==> src/rtl/dreimann_round_ctrl_pkg.sv <==
// Shared definitions for the Drei-Mann round controller: verdict codes,
// FSM state encoding and small classification helpers.
package dreimann_round_ctrl_pkg;

  typedef enum logic [2:0] {
    ST_IDLE     = 3'd0,
    ST_EVAL     = 3'd1,
    ST_SHOW     = 3'd2,
    ST_CLEAR    = 3'd3,
    ST_WAIT_REL = 3'd4
  } state_e;

  localparam logic [2:0] CODE_NONE      = 3'd0;
  localparam logic [2:0] CODE_SUM9      = 3'd1;
  localparam logic [2:0] CODE_SUM8      = 3'd2;
  localparam logic [2:0] CODE_SUM7      = 3'd3;
  localparam logic [2:0] CODE_DREIMANN  = 3'd4;
  localparam logic [2:0] CODE_DOUBLE    = 3'd5;
  localparam logic [2:0] CODE_TRIPLE_DM = 3'd6;
  localparam logic [2:0] CODE_INVALID   = 3'd7;

  localparam logic [3:0] DM_COUNT_MAX = 4'd15;

  function automatic logic die_legal(input logic [2:0] d);
    return (d != 3'd0) && (d != 3'd7);
  endfunction

  function automatic logic is_dm_event(input logic [2:0] code);
    return (code == CODE_DREIMANN) || (code == CODE_TRIPLE_DM);
  endfunction

endpackage

==> src/rtl/dreimann_classify.sv <==
// Combinational Drei-Mann classifier: maps a pair of die values to a
// verdict code and their sum (sum forced to 0 for illegal dice).
module dreimann_classify
  import dreimann_round_ctrl_pkg::*;
(
  input  logic [2:0] d1_i,
  input  logic [2:0] d2_i,
  output logic [2:0] code_o,
  output logic [3:0] sum_o
);

  logic [3:0] raw_sum;

  assign raw_sum = {1'b0, d1_i} + {1'b0, d2_i};

  always_comb begin
    code_o = CODE_NONE;
    sum_o  = raw_sum;
    if (!die_legal(d1_i) || !die_legal(d2_i)) begin
      code_o = CODE_INVALID;
      sum_o  = 4'd0;
    end else if ((d1_i == 3'd3) && (d2_i == 3'd3)) begin
      code_o = CODE_TRIPLE_DM;
    end else if (d1_i == d2_i) begin
      code_o = CODE_DOUBLE;
    end else if ((d1_i == 3'd3) || (d2_i == 3'd3) || (raw_sum == 4'd3)) begin
      code_o = CODE_DREIMANN;
    end else begin
      case (raw_sum)
        4'd7:    code_o = CODE_SUM7;
        4'd8:    code_o = CODE_SUM8;
        4'd9:    code_o = CODE_SUM9;
        default: code_o = CODE_NONE;
      endcase
    end
  end

endmodule

==> src/rtl/dreimann_round_ctrl.sv <==
// Round controller: waits for both dice frozen, shows the verdict for a
// fixed window with a blink cue, then pulses clear to release the dice.
//
// state       | meaning
// ------------+-----------------------------------------------------------
// ST_IDLE     | waiting for both rolled flags; dice captured on exit
// ST_EVAL     | one cycle; classifier output registered on exit
// ST_SHOW     | verdict on display for HOLD_CYCLES cycles, blink running
// ST_CLEAR    | one-cycle clear pulse to the dice controllers
// ST_WAIT_REL | waiting for both rolled flags to drop before a new round
module dreimann_round_ctrl
  import dreimann_round_ctrl_pkg::*;
#(
  parameter int unsigned HOLD_CYCLES  = 10_000_000,
  parameter int unsigned BLINK_CYCLES = 2_500_000
) (
  input  logic       clk,
  input  logic       rst,
  input  logic [2:0] dice1,
  input  logic [2:0] dice2,
  input  logic       rolled1,
  input  logic       rolled2,
  input  logic       cnt_clr,
  output logic       clear,
  output logic       result_valid,
  output logic [2:0] result_code,
  output logic [3:0] sum,
  output logic [3:0] dm_count,
  output logic       blink,
  output logic       busy
);

  localparam int unsigned HOLD_W  = $clog2(HOLD_CYCLES + 1);
  localparam int unsigned BLINK_W = $clog2(BLINK_CYCLES + 1);

  localparam logic [HOLD_W-1:0]  HOLD_LOAD  = HOLD_W'(HOLD_CYCLES - 1);
  localparam logic [BLINK_W-1:0] BLINK_LOAD = BLINK_W'(BLINK_CYCLES - 1);

  state_e state_q, state_d;

  logic [2:0]         dice1_q, dice1_d;
  logic [2:0]         dice2_q, dice2_d;
  logic [2:0]         code_q, code_d;
  logic [3:0]         sum_q, sum_d;
  logic [3:0]         dm_count_q, dm_count_d;
  logic [HOLD_W-1:0]  hold_cnt_q, hold_cnt_d;
  logic [BLINK_W-1:0] blink_cnt_q, blink_cnt_d;
  logic               blink_q, blink_d;
  logic               valid_q, valid_d;
  logic               clear_q, clear_d;
  logic               busy_q, busy_d;

  logic [2:0] cls_code;
  logic [3:0] cls_sum;

  dreimann_classify u_classify (
    .d1_i   (dice1_q),
    .d2_i   (dice2_q),
    .code_o (cls_code),
    .sum_o  (cls_sum)
  );

  always_ff @(posedge clk or posedge rst) begin
    if (rst) begin
      state_q <= ST_IDLE;
    end else begin
      state_q <= state_d;
    end
  end

  always_comb begin
    state_d = state_q;
    case (state_q)
      ST_IDLE:     if (rolled1 && rolled2) state_d = ST_EVAL;
      ST_EVAL:     state_d = ST_SHOW;
      ST_SHOW:     if (hold_cnt_q == '0) state_d = ST_CLEAR;
      ST_CLEAR:    state_d = ST_WAIT_REL;
      ST_WAIT_REL: if (!rolled1 && !rolled2) state_d = ST_IDLE;
      default:     state_d = ST_IDLE;
    endcase
  end

  always_comb begin
    dice1_d     = dice1_q;
    dice2_d     = dice2_q;
    code_d      = code_q;
    sum_d       = sum_q;
    dm_count_d  = dm_count_q;
    hold_cnt_d  = hold_cnt_q;
    blink_cnt_d = blink_cnt_q;
    blink_d     = 1'b0;

    if ((state_q == ST_IDLE) && (state_d == ST_EVAL)) begin
      dice1_d = dice1;
      dice2_d = dice2;
    end

    if (state_q == ST_EVAL) begin
      code_d     = cls_code;
      sum_d      = cls_sum;
      hold_cnt_d = HOLD_LOAD;
    end else if ((state_q == ST_SHOW) && (hold_cnt_q != '0)) begin
      hold_cnt_d = hold_cnt_q - HOLD_W'(1);
    end

    // Blink restarts high on every SHOW entry; a NONE verdict keeps it steady.
    if (state_d == ST_SHOW) begin
      if (state_q != ST_SHOW) begin
        blink_d     = 1'b1;
        blink_cnt_d = BLINK_LOAD;
      end else if (code_q == CODE_NONE) begin
        blink_d = 1'b1;
      end else if (blink_cnt_q == '0) begin
        blink_d     = ~blink_q;
        blink_cnt_d = BLINK_LOAD;
      end else begin
        blink_d     = blink_q;
        blink_cnt_d = blink_cnt_q - BLINK_W'(1);
      end
    end

    if (cnt_clr) begin
      dm_count_d = 4'd0;
    end else if ((state_q == ST_EVAL) && is_dm_event(cls_code) &&
                 (dm_count_q != DM_COUNT_MAX)) begin
      dm_count_d = dm_count_q + 4'd1;
    end

    valid_d = (state_d == ST_SHOW);
    clear_d = (state_d == ST_CLEAR);
    busy_d  = (state_d != ST_IDLE);
  end

  always_ff @(posedge clk or posedge rst) begin
    if (rst) begin
      dice1_q     <= 3'd0;
      dice2_q     <= 3'd0;
      code_q      <= CODE_NONE;
      sum_q       <= 4'd0;
      dm_count_q  <= 4'd0;
      hold_cnt_q  <= '0;
      blink_cnt_q <= '0;
      blink_q     <= 1'b0;
      valid_q     <= 1'b0;
      clear_q     <= 1'b0;
      busy_q      <= 1'b0;
    end else begin
      dice1_q     <= dice1_d;
      dice2_q     <= dice2_d;
      code_q      <= code_d;
      sum_q       <= sum_d;
      dm_count_q  <= dm_count_d;
      hold_cnt_q  <= hold_cnt_d;
      blink_cnt_q <= blink_cnt_d;
      blink_q     <= blink_d;
      valid_q     <= valid_d;
      clear_q     <= clear_d;
      busy_q      <= busy_d;
    end
  end

  assign clear        = clear_q;
  assign result_valid = valid_q;
  assign result_code  = code_q;
  assign sum          = sum_q;
  assign dm_count     = dm_count_q;
  assign blink        = blink_q;
  assign busy         = busy_q;

endmodule

==> config.mk <==
export PLATFORM = sky130hd
export DESIGN_NAME = dreimann_round_ctrl
export DESIGN_NICKNAME = d
export VERILOG_FILES = /design/src/rtl/dreimann_round_ctrl_pkg.sv /design/src/rtl/dreimann_classify.sv /design/src/rtl/dreimann_round_ctrl.sv
export SDC_FILE = /design/constraint.sdc
export NUM_CORES = 1
export LEC_CHECK = 0
export CORE_MARGIN = 3
export CORE_UTILIZATION = 34
export CTS_BUF_LIST = sky130_fd_sc_hd__clkbuf_16
export CTS_CLUSTER_DIAMETER = 120
export CTS_CLUSTER_SIZE = 8
export DETAILED_ROUTE_END_ITERATION = 10
export GPL_ROUTABILITY_DRIVEN = 0
export PLACE_DENSITY_LB_ADDON = 0.1
export SYNTH_ARGS = -nofsm -noshare
export SYNTH_HDL_FRONTEND = slang
export SYNTH_SLANG_ARGS = --single-unit
==> constraint.sdc <==
create_clock -name clk -period 3.3 [get_ports clk]
set_input_delay 0.33 -clock clk [delete_from_list [all_inputs] [get_ports clk]]
set_output_delay 0.33 -clock clk [all_outputs]
set_load 0.02 [all_outputs]
; ---- Yosys cells after proc, flatten, opt, wreduce, memory -nomap -nowiden
; Cells that the tools add are included.
[totals]
register_bits = 70
out_inout_bits = 15
elab_cells = 88
[classes]
n_bitwise = 1
muxes = 21
add_sub_neg = 4
n_reduce_logical = 28
n_eq_ne = 22
[ops]
columns = op, n
row1 = two-way mux 22 bit, 3
row2 = two-way mux 24 bit, 2
row3 = zero test 24 bit, 1
row4 = nonzero test 24 bit, 1
row5 = "subtractor 24 x 1 -> 24 bit, second input constant", 1
row6 = zero test 22 bit, 1
row7 = "subtractor 22 x 1 -> 22 bit, second input constant", 1
row8 = two-way mux 3 bit, 7
row9 = "equality test 3 x 2 -> 1 bit, second input constant", 6
row10 = case mux 3 bit (5 select lines), 1
row11 = two-way mux 4 bit, 3
row12 = "equality test 3 bit, second input constant", 3
row13 = logical AND 1 bit, 9
row14 = nonzero test 3 bit, 3
row15 = "equality test 4 bit, second input constant", 2
row16 = "equality test 3 x 1 -> 1 bit, second input constant", 2
row17 = zero test 3 bit, 2
row18 = "!= test 3 bit, second input constant", 2
row19 = case mux 2 bit (3 select lines), 1
row20 = adder 3 x 3 -> 4 bit, 1
row21 = "adder 4 x 1 -> 4 bit, second input constant", 1
row22 = "equality test 4 x 2 -> 1 bit, second input constant", 1
row23 = "equality test 4 x 3 -> 1 bit, second input constant", 1
row24 = zero test 1 bit, 4
row25 = 10 further kinds, 17

; ---- Depth between registers and ports, before layout
; Gate-level depths: netlist of the first run.
[logic_depth]
depth_word = 13
mapped_depth = 10
ltp_nobuf = 9

; ---- Modules after synthesis
; A second synthesis of the first run with hierarchy kept.
[unflattened]
hier_cells = 412
area_unflattened_um2 = 3862.5
[modules_own_cells]
columns = module, instances, area_per_inst_um2, cells_per_inst, seq_area_each_um2
row1 = dreimann_round_ctrl, 1, 3593.4, 373, 1751.7
row2 = dreimann_classify, 1, 269.0, 39, 0.0

; ---- Least setup slack after synthesis of the first run
; OpenSTA, ideal clock, no wires.
[synth_path]
path_kind = register -> register
start = reg dice1_q[0]
end = reg dm_count_q[0] (netlist: dm_count[0])
setup_slack_ns = 0.656
arrival_time_ns = 2.519
stages_incl_launch_ff = 9
n_path_buf = 0
path_cell_list = dfrtp_1 -> ha_1 -> fa_1 -> nor2b_1 -> a311oi_1 -> nor3b_1 -> a221oi_1 -> and3_1 -> mux2_2
[synth_via]
elab_chain_cells = 12
elab_cells_between_ends = 26
cone_classes = add/sub (1) / eq/ne (9) / mux (5) / reduce/logical (11)
[synth_lines]
columns = element, line_no
row1 = start: declaration, dreimann_round_ctrl.sv:41  ; logic [2:0] dice1_q, dice1_d;
row2 = start signal: assignment, dreimann_round_ctrl.sv:148  ; dice1_q <= dice1_d;
row3 = adder 3 x 3 -> 4 bit / equality test 3 x 2 -> 1 bit (equally long branches), "dreimann_classify.sv:14, dreimann_classify.sv:22, dreimann_classify.sv:26"
row4 = equality test 4 bit (tied with other cells), dreimann_classify.sv:29  ; case (raw_sum)
row5 = case mux 2 bit (3 select lines) / logical OR 1 bit (equally long branches), "dreimann_classify.sv:29, dreimann_classify.sv:26"
row6 = two-way mux 3 bit, dreimann_classify.sv:26  ; end else if ((d1_i == 3'd3) || (d2_i == 3'd3) || (raw_sum == 4'd3)) begin
row7 = two-way mux 3 bit, dreimann_classify.sv:24  ; end else if (d1_i == d2_i) begin
row8 = two-way mux 3 bit, dreimann_classify.sv:22  ; end else if ((d1_i == 3'd3) && (d2_i == 3'd3)) begin
row9 = two-way mux 3 bit (*), dreimann_classify.sv:19  ; if (!die_legal(d1_i) || !die_legal(d2_i)) begin
row10 = equality test 3 bit, dreimann_round_ctrl_pkg.sv:29  ; return (code == CODE_DREIMANN) || (code == CODE_TRIPLE_DM);
row11 = logical OR 1 bit (*), dreimann_round_ctrl_pkg.sv:29
row12 = logical AND 1 bit (*) (2 in a row), dreimann_round_ctrl.sv:124  ; end else if ((state_q == ST_EVAL) && is_dm_event(cls_code) &&
row13 = nonzero test 2 bit (no line) (*), --
row14 = end signal: assignment, dreimann_round_ctrl.sv:152  ; dm_count_q <= dm_count_d;
row15 = end: declaration, dreimann_round_ctrl.sv:45  ; logic [3:0] dm_count_q, dm_count_d;
; Mark *: on every way between the ends. The rest lies on a longest branch, timed or not.
; A chain may end at the register's enable or synchronous reset.

; ---- Worst setup path in the final report of the first run
; Ends and elaborated chain as after synthesis.

==> flow_summary.toml, run 1 <==
[pwr]
power_density_mw_per_mm2 = 820.5
switchingPower_w = 0.001398
combinationalPowerShare_pct = 39.7
p_sw_share_pct = 38.02
irDropWorstVdd_v = 0.0003907
clkPwrFrac_pct = 27.5
p_leak_nw = 1.772
total_power_w = 0.003676
seq_power_share_pct = 32.9
internal_power_w = 0.002278

[job]
maxCapViolCount = 0

[drt]
antenna_left = 0
first_iter_violations = 131
wl_per_cell_um = 15.06
first_pass_iters = 4
vias = 3046
wl_mm = 8.552
avgViaCountPerCell = 5.363
drcViolationCount = 0

[die]
row_count = 37
fp.coreArea_mm2 = 0.01051
ioPinCount = 26
initial_core_util_pct = 35.54
fp.dieW_um = 110.8
die_y_um = 110.8
dieArea_mm2 = 0.01228

[synth]
synth-edff-count = 0
synth_largest_area_cell = "dfrtp_1"
synth_async_sr_flop_share_pct = 100.0
netlist_instances = 393
avgSynthCellArea_um2 = 9.503
synth_area_mm2 = 0.003735
ys_ff_latch = 70
yosysUniqueCellTypes = 56
synth.net_count = 411
synthTopCellsByArea = "dfrtp_1 47%, nand2_1 4.4%, o21ai_0 4.3%"
synth_most_common_cell = "dfrtp_1"
yosysSeqAreaShare_pct = 46.90
synth_common_cells = "70 x dfrtp_1, 44 x nand2_1, 40 x nor2_1, 32 x o21ai_0, 18 x xor2_1"
yosysWarnings = 0
synth_top_area_share_pct = 46.90
ys.flop_type = "dfrtp_1"

[place]
dp_worst_setup_slack_ns = 0.3388
dp_hpwl_mm = 5.863
io_buffers = 25

[sta]
finalHoldViolations = 0
setup-tns-final_ns = 0
period_share_pct = 89.24
period_minus_slack_ns = 2.945
fin_ws_ns = 0.3551
drv_slew = 0
holdWs_ns = 0.4789
rsz0062_at_grt = "no"
slew_headroom_pct = 39.10
fmax_mhz = 339.6
worst_slew_pin_slew_ns = 0.9135
finalSetupViolCount = 0
finalClockSkew_ns = 0.007256

[critical_path]
end_kind = "flop"
rr_worst_depth = 8
r2r_slack_ns = 0.36
worstSetupPathType = "flop to flop"
timing.rr.end = "dm_count[0]"
cp.required_ns = 3.51
cp_max_fo = 7
cp.arrival_ns = 3.16
slowest_stage = "fa_1"
slowest_delay_ns = 0.53
cp_cell_sequence = "ha_1, fa_1, nor2b_1, a311oi_1, nor3b_1, a221oi_1, and3_1, mux2_2"
reg2reg_from = "dice1_q[0]"
start_kind = "flop"

[clock_network]
hold_buffers = 0
clock_latency_ns = 0.33
numCtsBuffers = 9
cts.clk_slew.worst_paths_ns = 0.06
clockBufferDepth = 2
cts_tree = "yes"
cts_root_buf = "clkbuf_16"
htreeDepth = 3
cts_setup_buffers = 0
clkSinkCount = 70
cts-resized-gates = 0

[layout]
diodes = 0
drive_gt1_share_pct = 11.57
fin_nets = 445
synthToLayoutAreaGrowth_pct = 19.97

[hold_path]
hold_class = "flop to flop"
holdPathEnd = "sum[3]"
worstHoldStart = "sum[3]"
min_path_cells = 2

[grt]
antenna_found_initial = 0
grt_overflow = 0
grt_pass1_wl_mm = 14.89
grt_max_degree = 71
grt_pass1_vias = 3013
grt_usage_pct = 14.67

[outcome]
status = "finished clean"
==> layout make-up <==
cell class | instances | area, um^2
fillers | 1048 | 6028
multi-input cells | 303 | 1893
flip-flops and latches | 70 | 1752
repair buffers | 36 | 332.8
clock buffers | 9 | 225.2
well taps | 136 | 170.2
clock inverters | 7 | 81.33
inverters | 7 | 26.28
==> critical path: cells and delay by family (launching register included) <==
kind / cells / cell delay (ns)
multiplexers: 1 / 0.34
AO/OA/AOI/OAI: 2 / 0.73
adder cells (fa/ha/maj): 2 / 0.77
AND/OR/NAND/NOR: 3 / 0.56
flip-flops: 1 / 0.42
==> registers in the layout (all words and copies together), names as in the netlist <==
name and flops:
hold_cnt_q 24, sum 4, blink 1, dice1_q 3, result_valid 1, clear 1
state_q 3, busy 1, dice2_q 3, result_code 3, blink_cnt_q 22, dm_count 4
==> worst max path at each step <==
stage / slack, ns / from / cells past startpoint / endpoint
after floorplan: 0.66 / dice1_q[0] / 8 / dm_count[0]
after global placement: 0.38 / dice1_q[0] / 8 / dm_count[0]
after detailed placement: 0.34 / dice1_q[0] / 8 / dm_count[0]
after CTS: 0.33 / dice1_q[0] / 8 / dm_count[0]
after global routing: 0.11 / dice1_q[0] / 8 / dm_count[0]
final: 0.36 / dice1_q[0] / 8 / dm_count[0]
==> metrics by stage <==
stage	instance area (um^2)	std cells	utilization (%)
finish	4481	568	42.64
global route	4481	568	42.64
CTS	4481	568	42.64
detailed placement	4174	552	39.72
global placement	4174	552	39.72
floorplan	3735	393	-
==> power by group through the flow <==
stage,sequential (W),clock [W],combinational [W]
4_1_cts,0.00121,0.00104,0.00146
3_5_place_dp,0.00122,0,0.00146
2_1_floorplan,0.00125,0,0.000952
5_1_grt,0.00124,0.00108,0.00164
3_3_place_gp,0.00122,0,0.00145
6_report,0.00121,0.00101,0.00146
==> cells in the final DEF (no fill, tap or decap), drive strengths merged, types with 2 or more instances in the layout <==
master / instances
dfrtp: 70
nand2: 44
nor2: 41
o21ai: 32
clkdlybuf4s50: 25
xor2: 18
a21oi: 17
nor3: 15
nand3: 12
buf: 11
nor2b: 9
mux2: 9
clkbuf: 9
inv: 9
a31oi: 8
or3: 8
or4: 8
nand4: 7
nand4b: 7
nor4: 6
ha: 6
nand2b: 5
o31ai: 5
and3: 4
xnor2: 4
nor3b: 4
and4: 3
o31a: 3
nand3b: 3
or2: 3
clkinv: 3
or3b: 2
o211ai: 2
bufinv: 2
a21o: 2
o41ai: 2
==> cell families after synthesis <==
logic type	share of synthesized area (%)
AO/OA/AOI/OAI	14.27
XOR/XNOR	5.159
adder cells (fa/ha/maj)	2.546
buffers and inverters	2.412
flip-flops	46.90
multiplexers	2.982
AND/OR/NAND/NOR	25.73
==> routing by layer <==
layer | vias to the layer above | global-route usage [%] | share of wire (%)
li1 | 1500 | - | -
met1 | 1504 | 19.86 | 50
met2 | 36 | 23.30 | 47
met3 | 6 | 4.094 | 2.9
met4 | 0 | 3.612 | 0.71
met5 | - | 0 | 0
(Power assumes the default switching activity.)
==> inputs of run 2 (changes only) <==
--- a/config.mk
+++ b/config.mk
@@ -8,11 +8,12 @@
 export CORE_MARGIN = 3
 export CORE_UTILIZATION = 34
 export CTS_BUF_LIST = sky130_fd_sc_hd__clkbuf_16
-export CTS_CLUSTER_DIAMETER = 120
+export CTS_CLUSTER_DIAMETER = 50
 export CTS_CLUSTER_SIZE = 8
 export DETAILED_ROUTE_END_ITERATION = 10
 export GPL_ROUTABILITY_DRIVEN = 0
 export PLACE_DENSITY_LB_ADDON = 0.1
+export REMOVE_ABC_BUFFERS = 1
 export SYNTH_ARGS = -nofsm -noshare
 export SYNTH_HDL_FRONTEND = slang
 export SYNTH_SLANG_ARGS = --single-unit
==> run 2 against run 1 <==
Sequential power about the same. Clock-buffer cell count unchanged. Clock power about the same. Setup slack worse by 0.0090 ns. Clock skew up 0.00069 ns. Worst hold slack worse by 0.0018 ns. Largest power group unchanged.
==> flow_summary.toml, run 2 (synthesis gave the netlist of run 1 again) <==
[pwr]
seq_power_share_pct = 33.1
clkPwrFrac_pct = 27.5
combinationalPowerShare_pct = 39.4
irDropWorstVdd_v = 0.0004236
switchingPower_w = 0.001382
p_leak_nw = 1.761
p_sw_share_pct = 37.77
internal_power_w = 0.002277
power_density_mw_per_mm2 = 818.4

[die]
die_y_um = 110.8
ioPinCount = 26
dieArea_mm2 = 0.01228
initial_core_util_pct = 35.54
fp.coreArea_mm2 = 0.01051
row_count = 37
fp.dieW_um = 110.8

[sta]
setup-tns-final_ns = 0
holdWs_ns = 0.4770
fmax_mhz = 338.5
rsz0062_at_grt = "no"
worst_slew_pin_slew_ns = 0.8981
slew_headroom_pct = 40.13
fin_ws_ns = 0.3462
finalHoldViolations = 0
drv_slew = 0
period_share_pct = 89.51
finalSetupViolCount = 0
finalClockSkew_ns = 0.007948
period_minus_slack_ns = 2.954

[place]
dp_hpwl_mm = 5.708
dpl-instance-area_mm2 = 0.004167
dp_worst_setup_slack_ns = 0.3392
io_buffers = 25

[layout]
regMostFlops = "hold_cnt_q"
layout_common_cells = "70 x dfrtp_1, 44 x nand2_1, 40 x nor2_1, 32 x o21ai_0, 25 x clkdlybuf4s50_1"
diodes = 0
synthToLayoutAreaGrowth_pct = 19.73
fin_nets = 444
final_area_mm2 = 0.004472
drive_gt1_share_pct = 11.14
final_common_cell = "dfrtp_1"
largest_reg_flops = 24
reg.largest.list = "hold_cnt_q x24, blink_cnt_q x22"

[drt]
drcViolationCount = 0
wl_mm = 8.469
avgViaCountPerCell = 5.291
vias = 3000
first_iter_violations = 119
wl_per_cell_um = 14.94
first_pass_iters = 4
antenna_left = 0

[critical_path]
worstSetupPathType = "flop to flop"
start_kind = "flop"
cp.required_ns = 3.51
end_kind = "flop"
cp_max_fo = 7
cp.arrival_ns = 3.16

[clock_network]
clkSinkCount = 70
cts_setup_buffers = 0
cts.clk_slew.worst_paths_ns = 0.06
cts_tree = "yes"
clockBufferDepth = 2
cts_root_buf = "clkbuf_16"
cts-resized-gates = 0
hold_buffers = 0
htreeDepth = 3
clock_latency_ns = 0.33
numCtsBuffers = 9

[grt]
antenna_found_initial = 0
grt_pass1_wl_mm = 14.81
grt_max_degree = 71
grt_pass1_vias = 2894
grt_usage_pct = 14.65
grt_overflow = 0

[outcome]
status = "finished clean"

[hold_path]
hold_class = "flop to flop"

[job]
maxCapViolCount = 0
-- run 2: cell types whose count changed in the layout (fill, tap and decap cells not counted), sizes merged --
cell / change
buf: -1
clkinv: +1
inv: -1
-- run 2: worst paths after layout --
path	start	endpoint	slack, ns	depth (start not counted)
max in group asynchronous	rst	hold_cnt_q[22]	2.12	3
hold / removal	sum[3]	sum[3]	0.48	2
hold reg to reg	sum[3]	sum[3]	0.48	2
setup reg to reg	dice1_q[0]	dm_count[0]	0.35	8
setup / recovery	dice1_q[0]	dm_count[0]	0.35	8
min in group asynchronous	rst	blink_cnt_q[11]	0.60	3
-- run 2: worst max-delay path, stage by stage (launching register included) --
cell	delay (ns)
dfrtp_1	0.41
ha_1	0.24
fa_1	0.54
nor2b_1	0.19
a311oi_1	0.26
nor3b_1	0.08
a221oi_1	0.48
and3_1	0.29
mux2_2	0.34
-- run 2: stage by stage --
stage	power, W	util, %	cells
after floorplan	0.002171	-	380
after global placement	0.002670	39.65	551
after detailed placement	0.002684	39.65	551
after CTS	0.003708	42.55	567
after global routing	0.003949	42.55	567
final	0.003660	42.55	567
-- run 2: power by group through the flow --
| stage | Clock (W) | Sequential, W | Combinational, W |
|---|---|---|---|
| 2_1_floorplan | 0 | 0.00125 | 0.000918 |
| 3_3_place_gp | 0 | 0.00122 | 0.00145 |
| 3_5_place_dp | 0 | 0.00123 | 0.00146 |
| 4_1_cts | 0.00103 | 0.00121 | 0.00146 |
| 5_1_grt | 0.00108 | 0.00124 | 0.00163 |
| 6_report | 0.00101 | 0.00121 | 0.00144 |
-- run 2: cell type report --
type | count | area, um^2
Fill cell | 1078 | 6037
Clock inverter | 7 | 80.08
Multi-Input combinational cell | 303 | 1893
Clock buffer | 9 | 225.2
Inverter | 7 | 26.28
Timing Repair Buffer | 35 | 325.3
Sequential cell | 70 | 1752
Tap cell | 136 | 170.2
-- run 2: routing by layer --
metal	up-vias	GRT usage (%)	wire, um
met1	1459	19.61	4149
met2	39	23.10	3936
met3	8	3.603	252
met5	-	0	0
li1	1494	-	-
met4	0	5.172	131
==> inputs of run 3 (changes only) <==
--- a/config.mk
+++ b/config.mk
@@ -5,6 +5,7 @@
 export SDC_FILE = /design/constraint.sdc
 export NUM_CORES = 1
 export LEC_CHECK = 0
+export CAP_MARGIN = 5
 export CORE_MARGIN = 3
 export CORE_UTILIZATION = 34
 export CTS_BUF_LIST = sky130_fd_sc_hd__clkbuf_16
==> results of run 3 <==
No change in the layout: final DEF, timing and power equal those of run 2.
